$ cat src/rtl/dac_spi_pkg.sv
// Shared definitions for the DAC serial transmitter.
//   state_t      : transmitter FSM states (IDLE, SHIFT, GAP)
//   FRAME_BITS   : bits per serial frame (control nibble + sample)
//   SAMPLE_BITS  : width of one DAC sample
//   CFG_BITS     : width of the control prefix
//   build_frame  : assembles the on-wire frame word, MSB transmitted first
package dac_spi_pkg;

   localparam int FRAME_BITS  = 16;
   localparam int SAMPLE_BITS = 12;
   localparam int CFG_BITS    = FRAME_BITS - SAMPLE_BITS;

   typedef enum logic [1:0] {
      ST_IDLE  = 2'd0,
      ST_SHIFT = 2'd1,
      ST_GAP   = 2'd2
   } state_t;

   function automatic logic [FRAME_BITS-1:0] build_frame(
      input logic [CFG_BITS-1:0]    cfg,
      input logic [SAMPLE_BITS-1:0] sample
   );
      return {cfg, sample};
   endfunction

endpackage

$ cat src/rtl/dac_spi_tx_clkgen.sv
// spi_clkgen: serial clock generator for dac_spi_tx.
// While en is high, sclk spends CLK_DIV clk cycles low then CLK_DIV cycles
// high, starting low. While en is low the divider is held cleared and sclk
// is forced low, so every enable starts with a full low phase.
// Ports:
//   clk   in  system clock
//   rst   in  synchronous active-high reset
//   en    in  run the divider (transmitter is shifting)
//   sclk  out registered serial clock level
//   rise  out strobe: sclk goes high on the coming clk edge
//   fall  out strobe: sclk goes low on the coming clk edge
module spi_clkgen #(
   parameter int CLK_DIV = 2
) (
   input  logic clk,
   input  logic rst,
   input  logic en,
   output logic sclk,
   output logic rise,
   output logic fall
);

   localparam logic [7:0] DIV_LAST = 8'(CLK_DIV - 1);

   logic [7:0] div_cnt_reg, div_cnt_next;
   logic       sclk_reg, sclk_next;
   logic       phase_end;

   // The strobes are combinational so the transmitter can act on the same
   // edge where sclk changes level.
   always_comb begin
      phase_end    = en && (div_cnt_reg == DIV_LAST);
      rise         = phase_end && !sclk_reg;
      fall         = phase_end && sclk_reg;
      div_cnt_next = div_cnt_reg;
      sclk_next    = sclk_reg;
      if (!en) begin
         div_cnt_next = '0;
         sclk_next    = 1'b0;
      end else if (phase_end) begin
         div_cnt_next = '0;
         sclk_next    = !sclk_reg;
      end else begin
         div_cnt_next = div_cnt_reg + 8'd1;
      end
   end

   always_ff @(posedge clk) begin
      if (rst) begin
         div_cnt_reg <= '0;
         sclk_reg    <= 1'b0;
      end else begin
         div_cnt_reg <= div_cnt_next;
         sclk_reg    <= sclk_next;
      end
   end

   assign sclk = sclk_reg;

endmodule

$ cat src/rtl/dac_spi_tx.sv
// dac_spi_tx: streams 12-bit samples to a serial DAC as 16-bit frames
// {CFG, sample}, MSB first. A one-entry holding buffer decouples the sample
// handshake from the frame in flight, so frames run back to back when the
// source keeps the buffer filled.
// Ports:
//   clk           in  system clock
//   rst           in  synchronous active-high reset (aborts any frame)
//   sample_data   in  sample to transmit
//   sample_valid  in  sample_data valid this cycle
//   sample_ready  out holding buffer empty (registered)
//   sclk          out serial clock, idles low
//   cs_n          out frame select, active low, idles high
//   sdo           out serial data, changes on sclk falling edges
//   busy          out high in SHIFT or GAP
//   frame_done    out one-cycle pulse when cs_n returns high
module dac_spi_tx
   import dac_spi_pkg::*;
#(
   parameter int                  CLK_DIV    = 2,
   parameter int                  GAP_CYCLES = 4,
   parameter logic [CFG_BITS-1:0] CFG        = 4'b0011
) (
   input  logic                   clk,
   input  logic                   rst,
   input  logic [SAMPLE_BITS-1:0] sample_data,
   input  logic                   sample_valid,
   output logic                   sample_ready,
   output logic                   sclk,
   output logic                   cs_n,
   output logic                   sdo,
   output logic                   busy,
   output logic                   frame_done
);

   localparam logic [7:0] GAP_LAST  = 8'(GAP_CYCLES - 1);
   localparam logic [4:0] RISE_LAST = 5'(FRAME_BITS);

   state_t                  state_reg, state_next;
   logic [SAMPLE_BITS-1:0]  buf_reg, buf_next;
   logic                    buf_full_reg, buf_full_next;
   logic                    ready_reg, ready_next;
   logic [FRAME_BITS-1:0]   shift_reg, shift_next;
   logic [4:0]              rise_cnt_reg, rise_cnt_next;
   logic [7:0]              gap_cnt_reg, gap_cnt_next;
   logic                    cs_n_reg, cs_n_next;
   logic                    sdo_reg, sdo_next;
   logic                    busy_reg, busy_next;
   logic                    frame_done_reg, frame_done_next;

   logic                    accept;
   logic                    load;
   logic                    sclk_en;
   logic                    sclk_rise;
   logic                    sclk_fall;

   assign sclk_en = (state_reg == ST_SHIFT);

   spi_clkgen #(
      .CLK_DIV (CLK_DIV)
   ) u_clkgen (
      .clk  (clk),
      .rst  (rst),
      .en   (sclk_en),
      .sclk (sclk),
      .rise (sclk_rise),
      .fall (sclk_fall)
   );

   always_comb begin
      state_next      = state_reg;
      buf_next        = buf_reg;
      buf_full_next   = buf_full_reg;
      shift_next      = shift_reg;
      rise_cnt_next   = rise_cnt_reg;
      gap_cnt_next    = gap_cnt_reg;
      frame_done_next = 1'b0;
      load            = 1'b0;
      accept          = sample_valid && ready_reg;

      case (state_reg)
         ST_IDLE: begin
            if (buf_full_reg) begin
               state_next = ST_SHIFT;
               load       = 1'b1;
            end
         end
         ST_SHIFT: begin
            // Count high phases on the rise; the frame ends on the fall that
            // closes the last high phase, leaving sclk low as cs_n rises.
            if (sclk_rise) begin
               rise_cnt_next = rise_cnt_reg + 5'd1;
            end
            if (sclk_fall) begin
               if (rise_cnt_reg == RISE_LAST) begin
                  state_next      = ST_GAP;
                  gap_cnt_next    = '0;
                  frame_done_next = 1'b1;
               end else begin
                  shift_next = {shift_reg[FRAME_BITS-2:0], 1'b0};
               end
            end
         end
         ST_GAP: begin
            if (gap_cnt_reg == GAP_LAST) begin
               if (buf_full_reg) begin
                  state_next = ST_SHIFT;
                  load       = 1'b1;
               end else begin
                  state_next = ST_IDLE;
               end
            end else begin
               gap_cnt_next = gap_cnt_reg + 8'd1;
            end
         end
         default: begin
            state_next = ST_IDLE;
         end
      endcase

      // A load only happens with the buffer full, when ready is low, so it
      // can never coincide with an accept.
      if (load) begin
         shift_next    = build_frame(CFG, buf_reg);
         rise_cnt_next = '0;
         buf_full_next = 1'b0;
      end else if (accept) begin
         buf_next      = sample_data;
         buf_full_next = 1'b1;
      end

      ready_next = !buf_full_next;
      cs_n_next  = (state_next != ST_SHIFT);
      sdo_next   = (state_next == ST_SHIFT) ? shift_next[FRAME_BITS-1] : 1'b0;
      busy_next  = (state_next != ST_IDLE);
   end

   always_ff @(posedge clk) begin
      if (rst) begin
         state_reg      <= ST_IDLE;
         buf_reg        <= '0;
         buf_full_reg   <= 1'b0;
         ready_reg      <= 1'b1;
         shift_reg      <= '0;
         rise_cnt_reg   <= '0;
         gap_cnt_reg    <= '0;
         cs_n_reg       <= 1'b1;
         sdo_reg        <= 1'b0;
         busy_reg       <= 1'b0;
         frame_done_reg <= 1'b0;
      end else begin
         state_reg      <= state_next;
         buf_reg        <= buf_next;
         buf_full_reg   <= buf_full_next;
         ready_reg      <= ready_next;
         shift_reg      <= shift_next;
         rise_cnt_reg   <= rise_cnt_next;
         gap_cnt_reg    <= gap_cnt_next;
         cs_n_reg       <= cs_n_next;
         sdo_reg        <= sdo_next;
         busy_reg       <= busy_next;
         frame_done_reg <= frame_done_next;
      end
   end

   assign sample_ready = ready_reg;
   assign cs_n         = cs_n_reg;
   assign sdo          = sdo_reg;
   assign busy         = busy_reg;
   assign frame_done   = frame_done_reg;

endmodule
$ cat config.mk
export PLATFORM = sky130hd
export DESIGN_NAME = dac_spi_tx
export DESIGN_NICKNAME = d
export VERILOG_FILES = /design/src/rtl/dac_spi_pkg.sv /design/src/rtl/dac_spi_tx_clkgen.sv /design/src/rtl/dac_spi_tx.sv
export SDC_FILE = /design/constraint.sdc
export NUM_CORES = 1
export LEC_CHECK = 0
export CAP_MARGIN = 5
export CORE_MARGIN = 1.5
export CORE_UTILIZATION = 27
export CTS_CLUSTER_SIZE = 12
export DETAILED_ROUTE_END_ITERATION = 12
export HOLD_SLACK_MARGIN = 0.15
export SYNTH_ARGS = -nofsm -noshare
export SYNTH_HDL_FRONTEND = slang
export SYNTH_SLANG_ARGS = --single-unit
export TNS_END_PERCENT = 10
$ cat constraint.sdc
create_clock -name clk -period 3.9 [get_ports clk]
set_input_delay 0.78 -clock clk [delete_from_list [all_inputs] [get_ports clk]]
set_output_delay 0.78 -clock clk [all_outputs]
set_load 0.03 [all_outputs]
==> impl_summary.md <==
Placed design
Detailed placement ended at an HPWL of a little under 4000 um. The global placement routability congestion is 0.847. The count of buffers inserted at the top-level ports is 20.

Routing
The detailed-router iteration count before antenna repair is 4. The routed wire length is roughly 5800 um. The number of remaining DRC errors is 0.

The number of nets with antenna violations after detailed routing is 0. After detailed routing, the average wire length per cell comes to 12.8 um. Using the TritonRoute via totals, the vias-per-cell ratio works out to 4.97.

The number of vias after detailed routing is 2245. The detailed router finished its first iteration with 145 violations.

Die
The number of placement rows is 36. The overall die area is 10500 um^2. The initial utilization of the core area, before any placement, comes to 0.275. The die height is between 100 and 150 um. The total area inside the core boundary comes to 9680 um^2. The floorplan step set the die width to about 100 um. The count of pins on the block boundary is 21.

Synth
Ranked by total cell area, the synthesized netlist is headed by sky130_fd_sc_hd__dfxtp_1 44%, sky130_fd_sc_hd__mux2i_1 7.1%, sky130_fd_sc_hd__nand2_1 5.3%. The fraction of post-synthesis cell area in the top cell type by area is 0.435. Of the total synthesized cell area, the portion taken by full adders, half adders and majority gates is 0.0235.

The count of mapped cells out of synthesis is 298. The post-synthesis cell type count is 43. The post-synthesis share of cell area spent on and, or, nand and nor gates is 0.244.

After synthesis the netlist holds a flip-flop and latch count of 58. In the synthesized netlist the async set-or-reset flop fraction comes to 0. The number of nets in the synthesized netlist is 318. The number of warnings printed during yosys synthesis is 0. The combinational family with the most area after synthesis is simple AND/OR/NAND/NOR gates. By count the netlist is led by 58 x sky130_fd_sc_hd__dfxtp_1, 38 x sky130_fd_sc_hd__nand2_1, 23 x sky130_fd_sc_hd__a21oi_1.

The synthesized design spends more area on one cell type than any other, namely sky130_fd_sc_hd__dfxtp_1. The portion of synthesized area spent on multiplexers is 0.0713. The number of enable-type register cells in the synthesized netlist is 0. The mapped netlist covers around 2700 um^2. The fraction of the yosys area taken by sequential cells is 0.435.

The parity-gate share of the synthesized area counting xor and xnor cells is 0.0296. A synthesized cell averages between 8 and 9 um^2. The most instantiated library cell after synthesis is sky130_fd_sc_hd__dfxtp_1. The synthesized-area fraction occupied by ao, oa, aoi and oai cells is 0.161. The commonest register cell after synthesis is sky130_fd_sc_hd__dfxtp_1.

Clocking
Clock-pin slew was measured on the worst setup and hold paths at about 0.060 ns. The clock root buffer master is sky130_fd_sc_hd__clkbuf_8. The number of buffers between clock root and the deepest sink is 2. Buffers inserted during clock tree synthesis total 9. The tree built by TritonCTS fans out to between 50 and 60 sinks.

The clock latency at the later pin of the worst-skew pair is 0.33 ns. In this run, post-CTS repair resized a total of 0 instances. The post-cts hold buffer count is 0. In this run the number of H-tree levels came out at 3.

TritonCTS built the clock tree. The post-CTS setup repair buffer count is 0.

Flow run
Across the run, the number of max-cap violations was 0.

Timing
Setup violations remaining at the end of the flow were counted as 0. Setup repair after global routing left no endpoint under its margin. The final period utilization is 0.713.

The final count of hold timing violations was 0. The highest clock frequency the design can meet is ~0.36 GHz. Measured against its own limit, the worst slew margin works out to 0.245. The sum of negative setup slack is 0 ns. The clock period could shrink to 2.78 ns.

The max-slew violation count is 0. The clock tree skew after final layout is approximately 0.0092 ns. At the pin with the least slew margin, the transition time is 1.12 ns.

Global route
The overall track demand over capacity in global routing is 0.120. The number of global-route vias before repair came to 2100. The global-route wire length before repair is about 9800 um. After global routing the overflow that remains totals 0. The largest net degree at the start of global routing is 31. The initial antenna violation count is 0.

Worst setup path
The critical path goes through ha_1 -> or4b_2 -> o21ai_0 -> nand2_1 -> a31o_2. STA classifies the critical path startpoint as a flip-flop. The path type of the worst setup path is reg2reg.

STA puts the critical path data required time at slightly above 4 ns. The longest individual stage delay on the worst path is roughly 0.9 ns. The critical path capture point type is a flip-flop. The critical-path cell with the highest stage delay is sky130_fd_sc_hd__o21ai_0.

Data arrives at the worst endpoint at 3.00 ns. The highest fanout seen on the critical path is 11.

Layout
Of the cells placed in the final design, the portion with a size suffix greater than 1 is 0.0690. The repair_antennas step left the layout with diodes totalling 0. The number of flip-flops in the largest register is 16. The area growth from synthesis to layout is 18.7%. The net count reported at finish is 335.

Power and ir drop
In this run the static leakage power is 1.12 nW. The post-layout total power is 1.24 mW. The peak supply drop is 0.109 mV. The power density over cell area is 391 nW/um^2.

Run status
The run finished with clean final reports.

Worst hold path
The path type of the worst min-delay path is reg2reg.
==> layout make-up <==
type,count,area (um^2)
Tap cell,133,166
Clock inverter,3,15.0
Clock buffer,12,155
Multi-Input combinational cell,216,1410
Fill cell,1021,6520
Inverter,5,18.8
Timing Repair Buffer,25,238
Sequential cell,58,1160
==> layer usage <==
| layer | vias up | GRT usage | routed length, um |
|---|---|---|---|
| met4 | 0 | 0.0632 | 116 |
| li1 | 1124 | - | - |
| met1 | 1078 | 0.151 | 2880 |
| met3 | 10 | 0.0308 | 156 |
| met2 | 33 | 0.188 | 2620 |
| met5 | - | 0 | 0 |
==> critical path, delay by kind of cell (launching register included) <==
kind	cells	cell delay (ns)
adders and majority gates	1	0.28
and+or+nand+nor	2	0.79
DFF	1	0.42
AOI/OAI and AO/OA	2	1.18
==> layout by cell type, fill, tap and decap left out, types with 2 or more instances in the layout <==
| cell type | netlist | layout |
|---|---|---|
| sky130_fd_sc_hd__a211oi_1 | 2 | 2 |
| sky130_fd_sc_hd__a21boi_0 | 2 | 2 |
| sky130_fd_sc_hd__a21oi_1 | 23 | 23 |
| sky130_fd_sc_hd__a22oi_1 | 10 | 10 |
| sky130_fd_sc_hd__a31oi_1 | 2 | 2 |
| sky130_fd_sc_hd__and3_1 | 2 | 2 |
| sky130_fd_sc_hd__and3b_1 | 10 | 10 |
| sky130_fd_sc_hd__and4_1 | 3 | 3 |
| sky130_fd_sc_hd__buf_4 | 0 | 5 |
| sky130_fd_sc_hd__clkbuf_8 | 0 | 11 |
| sky130_fd_sc_hd__clkdlybuf4s50_1 | 0 | 20 |
| sky130_fd_sc_hd__clkinv_2 | 0 | 3 |
| sky130_fd_sc_hd__dfxtp_1 | 58 | 58 |
| sky130_fd_sc_hd__ha_1 | 5 | 5 |
| sky130_fd_sc_hd__inv_1 | 5 | 5 |
| sky130_fd_sc_hd__mux2i_1 | 19 | 19 |
| sky130_fd_sc_hd__nand2_1 | 38 | 38 |
| sky130_fd_sc_hd__nand2b_1 | 7 | 7 |
| sky130_fd_sc_hd__nand3_1 | 9 | 9 |
| sky130_fd_sc_hd__nand4_1 | 3 | 3 |
| sky130_fd_sc_hd__nand4b_1 | 2 | 2 |
| sky130_fd_sc_hd__nor2_1 | 10 | 10 |
| sky130_fd_sc_hd__nor2b_1 | 4 | 4 |
| sky130_fd_sc_hd__nor3_1 | 11 | 11 |
| sky130_fd_sc_hd__nor4_1 | 4 | 4 |
| sky130_fd_sc_hd__nor4b_1 | 3 | 3 |
| sky130_fd_sc_hd__o211ai_1 | 11 | 11 |
| sky130_fd_sc_hd__o21ai_0 | 7 | 7 |
| sky130_fd_sc_hd__or3_1 | 6 | 6 |
| sky130_fd_sc_hd__or4b_2 | 2 | 2 |
| sky130_fd_sc_hd__xnor2_1 | 5 | 5 |
| sky130_fd_sc_hd__xor2_1 | 4 | 4 |
==> cells by family (layout without fill, tap and decap cells) <==
kind of cell,Yosys count,count (layout)
xor+xnor,9,9
mux,19,19
flops,58,58
fa+ha+maj,5,5
simple gates,117,117
compound gates,66,66
buf+inv,24,45
==> stage by stage <==
stage               setup WS [ns]  hold slack (ns)  std cells   util  instance area, um^2
floorplan                    1.65            0.430        298      -                 2670
global placement             1.21            0.442        437  0.309                 2990
detailed placement           1.17            0.450        437  0.309                 2990
CTS                          1.17            0.458        452  0.327                 3160
global route                0.811            0.479        452  0.327                 3160
finish                       1.12            0.454        452  0.327                 3160
==> path summary, 6_finish.rpt <==
path	start	end	slack, ns	depth (start not counted)
worst max-delay path	gap_cnt_reg[0]$_SDFFE_PP0P_	gap_cnt_reg[2]$_SDFFE_PP0P_	1.12	5
worst min-delay path	buf_reg[2]$_SDFFE_PP0P_	buf_reg[2]$_SDFFE_PP0P_	0.45	2
worst max register to register	gap_cnt_reg[0]$_SDFFE_PP0P_	gap_cnt_reg[2]$_SDFFE_PP0P_	1.12	5
worst min register to register	buf_reg[2]$_SDFFE_PP0P_	buf_reg[2]$_SDFFE_PP0P_	0.45	2
==> power breakdown <==
group	internal, mW	switching [mW]	leakage, nW
logic	0.0515	0.0621	0.556
clock network	0.258	0.228	0.0920
registers	0.617	0.0205	0.471
No activity file was read; power rests on OpenSTA's default activity.
